==> src/rtl/bus_arbiter.sv <==
// Two-master shared-bus arbiter: instruction-fetch (I) and load/store (D) masters
// share one bus; ownership is locked while the owner requests, round robin on contention.
module bus_arbiter (
    input  logic        clk_i,
    input  logic        reset_i,
    input  logic [63:0] i_adr_i,
    input  logic [1:0]  i_size_i,
    output logic        i_ack_o,
    output logic [15:0] i_dat_o,
    input  logic [63:0] d_adr_i,
    input  logic [1:0]  d_size_i,
    input  logic        d_we_i,
    input  logic [15:0] d_dat_i,
    output logic        d_ack_o,
    output logic [15:0] d_dat_o,
    output logic [63:0] adr_o,
    output logic [1:0]  size_o,
    output logic        we_o,
    output logic [15:0] dat_o,
    input  logic [15:0] dat_i,
    input  logic        ack_i,
    output logic [1:0]  gnt_o
);

    localparam int unsigned ADR_W  = 64;
    localparam int unsigned DAT_W  = 16;
    localparam int unsigned SIZE_W = 2;
    localparam int unsigned GNT_W  = 2;

    localparam logic LAST_I = 1'b0;
    localparam logic LAST_D = 1'b1;

    typedef enum logic [1:0] {
        IDLE  = 2'd0,
        OWN_I = 2'd1,
        OWN_D = 2'd2
    } state_t;

    state_t r_state;
    state_t w_state_nxt;
    logic   r_last;
    logic   w_last_nxt;
    logic   w_i_req;
    logic   w_d_req;

    assign w_i_req = (i_size_i != SIZE_W'(0));
    assign w_d_req = (d_size_i != SIZE_W'(0));

    // State and last-owner registers
    always_ff @(posedge clk_i) begin
        if (reset_i) begin
            r_state <= IDLE;
            r_last  <= LAST_D;
        end else begin
            r_state <= w_state_nxt;
            r_last  <= w_last_nxt;
        end
    end

    // Next-state: owner keeps the bus while requesting, hands off directly on release
    always_comb begin
        w_state_nxt = r_state;
        w_last_nxt  = r_last;
        case (r_state)
            IDLE: begin
                if (w_i_req && w_d_req) begin
                    w_state_nxt = (r_last == LAST_I) ? OWN_D : OWN_I;
                end else if (w_i_req) begin
                    w_state_nxt = OWN_I;
                end else if (w_d_req) begin
                    w_state_nxt = OWN_D;
                end
            end
            OWN_I: begin
                if (!w_i_req) begin
                    w_last_nxt  = LAST_I;
                    w_state_nxt = w_d_req ? OWN_D : IDLE;
                end
            end
            OWN_D: begin
                if (!w_d_req) begin
                    w_last_nxt  = LAST_D;
                    w_state_nxt = w_i_req ? OWN_I : IDLE;
                end
            end
            default: begin
                w_state_nxt = IDLE;
            end
        endcase
    end

    // Bus mux and acknowledge steering from the current owner
    always_comb begin
        adr_o   = ADR_W'(0);
        size_o  = SIZE_W'(0);
        we_o    = 1'b0;
        dat_o   = DAT_W'(0);
        i_ack_o = 1'b0;
        d_ack_o = 1'b0;
        gnt_o   = GNT_W'(0);
        case (r_state)
            OWN_I: begin
                adr_o   = i_adr_i;
                size_o  = i_size_i;
                i_ack_o = ack_i;
                gnt_o   = 2'b01;
            end
            OWN_D: begin
                adr_o   = d_adr_i;
                size_o  = d_size_i;
                we_o    = d_we_i;
                dat_o   = d_dat_i;
                d_ack_o = ack_i;
                gnt_o   = 2'b10;
            end
            default: begin
            end
        endcase
    end

    // Read data is broadcast; each master qualifies it with its own ack
    assign i_dat_o = dat_i;
    assign d_dat_o = dat_i;

endmodule

==> config.mk <==
export PLATFORM = sky130hd
export DESIGN_NAME = bus_arbiter
export DESIGN_NICKNAME = d
export VERILOG_FILES = /design/src/rtl/bus_arbiter.sv
export SDC_FILE = /design/constraint.sdc
export NUM_CORES = 1
export LEC_CHECK = 0
export CORE_AREA = 3 3 109 111
export DETAILED_ROUTE_END_ITERATION = 10
export DIE_AREA = 0 0 112 114
export HOLD_SLACK_MARGIN = 0.15
export PLACE_DENSITY_LB_ADDON = 0.25
export SLEW_MARGIN = 20
export SYNTH_ARGS = -nofsm -noshare
export SYNTH_HDL_FRONTEND = slang
export SYNTH_SLANG_ARGS = --single-unit
==> constraint.sdc <==
create_clock -name clk_i -period 1.55 [get_ports clk_i]
set_input_delay 0.155 -clock clk_i [delete_from_list [all_inputs] [get_ports clk_i]]
set_output_delay 0.155 -clock clk_i [all_outputs]
set_load 0.02 [all_outputs]
==> flow_metrics.env <==
export IMPL_groute_usage_overall_pct=14.00
export IMPL_drt_drc_violations_left=0
export IMPL_totalWireLength_um=10930
export IMPL_num_nets_final=637
export IMPL_die_area_mm2=0.01277
export IMPL_timing_critical_path_mode_cell="sky130_fd_sc_hd__buf_12"
export IMPL_crit_path_cell_trace="inv_2 -> buf_12 -> ha_4 -> buf_8 -> buf_12 -> a22oi_2 -> nor2b_4 -> buf_6"
export IMPL_ys_warn_count=0
export IMPL_synth_top_area_share_pct=30.73
export IMPL_dp_slack_ns=-0.4162
export IMPL_drv_max_cap_violation_count=0
export IMPL_number_of_global_route_vias_before_repair=2824
export IMPL_final_max_slew_viol_count=0
export IMPL_netlist_instances=239
export IMPL_grt_start_max_net_pins=36
export IMPL_cts_root_buf="sky130_fd_sc_hd__clkbuf_8"
export IMPL_fin_hold_ws_ns=0.3100
export IMPL_y_dimension_of_the_die_um=114
export IMPL_post_synth_cell_area_avg_um2=6.848
export IMPL_detail_route_vias_per_cell=4.451
export IMPL_leakage_power_figure_uw=0.001920
export IMPL_final_critical_period_ns=1.753
export IMPL_crit_type="reg -> out"
export IMPL_clock_sink_count=3
export IMPL_initial_utilization_pct=15.03
export IMPL_worstSetupStartpointType="flip-flop"
export IMPL_synth_top_cells_by_area="sky130_fd_sc_hd__a22oi_1 31%, sky130_fd_sc_hd__nor2b_1 25%, sky130_fd_sc_hd__buf_4 15%"
export IMPL_endpoint_kind="output port"
export IMPL_n_fill_cell=1024
export IMPL_irDropWorstVdd_v=0.0006138
export IMPL_grt_overflow=0
export IMPL_worst_path_dominant_cell_family="buffers and inverters"
export IMPL_grt_antenna_before_repair=0
export IMPL_num_vias=2684
export IMPL_failing_checks="negative setup slack"
export IMPL_routedWlPerCell_um=18.13
export IMPL_unrepaired_setup_endpoints_after_global_routing="yes"
export IMPL_area_taken_by_flip_flops_and_latches_um2=65.06
export IMPL_synth_cell_types=24
export IMPL_clk_pin_slew_worst_paths_ns=0.03
export IMPL_syn_cell_area_mm2=0.001637
export IMPL_clock_tree_htree_level_count=1
export IMPL_layout_cells_most_common="sky130_fd_sc_hd__clkdlybuf4s50_1"
export IMPL_worstPathBufferInverterCount=5
export IMPL_layout_cells_most_common_list="151 x sky130_fd_sc_hd__clkdlybuf4s50_1, 75 x sky130_fd_sc_hd__buf_6, 65 x sky130_fd_sc_hd__a22oi_2, 41 x sky130_fd_sc_hd__nor2b_2, 27 x sky130_fd_sc_hd__buf_4"
export IMPL_cts_buffers_inserted=3
export IMPL_yosysSeqAreaShare_pct=3.670
export IMPL_rows=38
export IMPL_quantity_of_i_o_buffers_inserted_on_ports=238
export IMPL_worstPathMaxFanout=9
export IMPL_postLayoutCoreUtil_pct=48.23
export IMPL_clock_latency_ns=0.21
export IMPL_outcome="complete, but fails checks"
export IMPL_final_min_period_over_clock_period_pct=113.1
export IMPL_timing_hold_worst_class="in -> out"
export IMPL_synth_seq_cells=3
export IMPL_clockBufferDepth=2
export IMPL_crit_arrival_ns=1.60
export IMPL_x_dimension_of_the_die_um=112
export IMPL_critPathRequiredTime_ns=1.39
export IMPL_worst_slew_pin_slew_ns=0.2353
export IMPL_layout_setup_ws_ns=-0.2034
export IMPL_layout_drive_gt1_share_pct=61.34
export IMPL_tritoncts_clock_tree="done"
export IMPL_hpwlAfterDp_um=7762
export IMPL_powerDensity_mw_per_mm2=1564
export IMPL_setup_viol_count_final=84
export IMPL_core_area_mm2=0.01089
export IMPL_drt_first_iter_violations=110
export IMPL_worst_path_largest_cell_delay_ns=0.32
export IMPL_multi_input_area_mm2=0.001906
export IMPL_fin_setup_tns_ns=-10.63
export IMPL_io_pins=287
export IMPL_post_route_ant_nets=0
export IMPL_crit_slowest_cell="sky130_fd_sc_hd__dfxtp_2"
export IMPL_cell_taking_the_most_area_after_synthesis="sky130_fd_sc_hd__a22oi_1"
export IMPL_max_clock_freq_mhz=570.3
export IMPL_layout_area_overhead_vs_synth_pct=220.9
export IMPL_antenna_cells=0
export IMPL_global_route_wire_length_before_repair_um=14770
export IMPL_fin_worst_skew_ns=0.0005754
export IMPL_synth_nets=412
export IMPL_first_pass_iters=4
export IMPL_global_placer_s_final_weighted_congestion=0.7910
export IMPL_slew_headroom_pct=84.32
export IMPL_report_final_hold_viol_count=0
-- registers in the layout, indices dropped and copies added, names as in the netlist --
signal / count
r_state: 2
r_last: 1
-- power breakdown --
part | switching [uW] | total [uW] | internal (uW) | leakage [uW]
logic | 3420 | 7840 | 4420 | 0.00187
registers | 31.1 | 156 | 125 | 0.0000258
clock network | 48.0 | 223 | 175 | 0.0000228
total | 3500 | 8210 | 4720 | 0.00192
-- metrics by stage --
stage	area [um^2]	instances	power (uW)
final	5251	603	8215
after global placement	4474	583	6132
after CTS	4653	592	6959
after detailed placement	4474	583	6192
after floorplan	2017	239	3843
after global routing	5251	603	8704
-- cell usage after synthesis (all sizes together) --
library cell and instances:
a22oi 67, nor2b 66, buf 42, and2 19, clkbuf 16, ha 5, dfxtp 3, nor2 3
o21ai 3, a21oi 2, inv 2, nand2 2, o21bai 2, a31oi 1, nand3b 1, o211ai 1
o41ai 1, or2 1, or3b 1, or4 1
-- final timing paths --
check | from | to | slack, ns | cells past startpoint
max reg2reg | r_state[1] | r_state[0] | -0.18 | 8
min reg2reg | r_state[0] | r_state[0] | 0.50 | 2
min | dat_i[2] | d_dat_o[2] | 0.31 | 0
max | r_state[1] | adr_o[33] | -0.20 | 8
-- layout make-up --
type	count	share of cell area, %
repair buffers	278	58.09
multi-input cells	176	36.29
well taps	140	3.336
clock buffers	4	0.8578
inverters	2	0.1906
flip-flops and latches	3	1.239
-- cell families after synthesis --
| family | synth area share [%] |
|---|---|
| AO/OA/AOI/OAI | 35.09 |
| adder cells (fa/ha/maj) | 3.823 |
| AND/OR/NAND/NOR | 35.47 |
| flip-flops | 3.670 |
| buffers and inverters | 21.94 |
-- timing repair --
item	CTS	global route
pin swaps	11	51
hold endpoints to repair	0	0
setup endpoints to repair	89	87
buffers inserted	2	5
hold buffers	0	0
cloned	3	8
gates resized for setup	454	137
-- layer usage --
| metal | up-vias | track usage, % | part of all wire (%) |
|---|---|---|---|
| met1 | 1231 | 14.43 | 37 |
| met3 | 19 | 4.615 | 9.2 |
| met2 | 167 | 27.62 | 53 |
| met5 | - | 0 | 0 |
| met4 | 0 | 2.644 | 1.1 |
| li1 | 1267 | - | - |
Note: power is estimated with default switching activity, not from simulation.
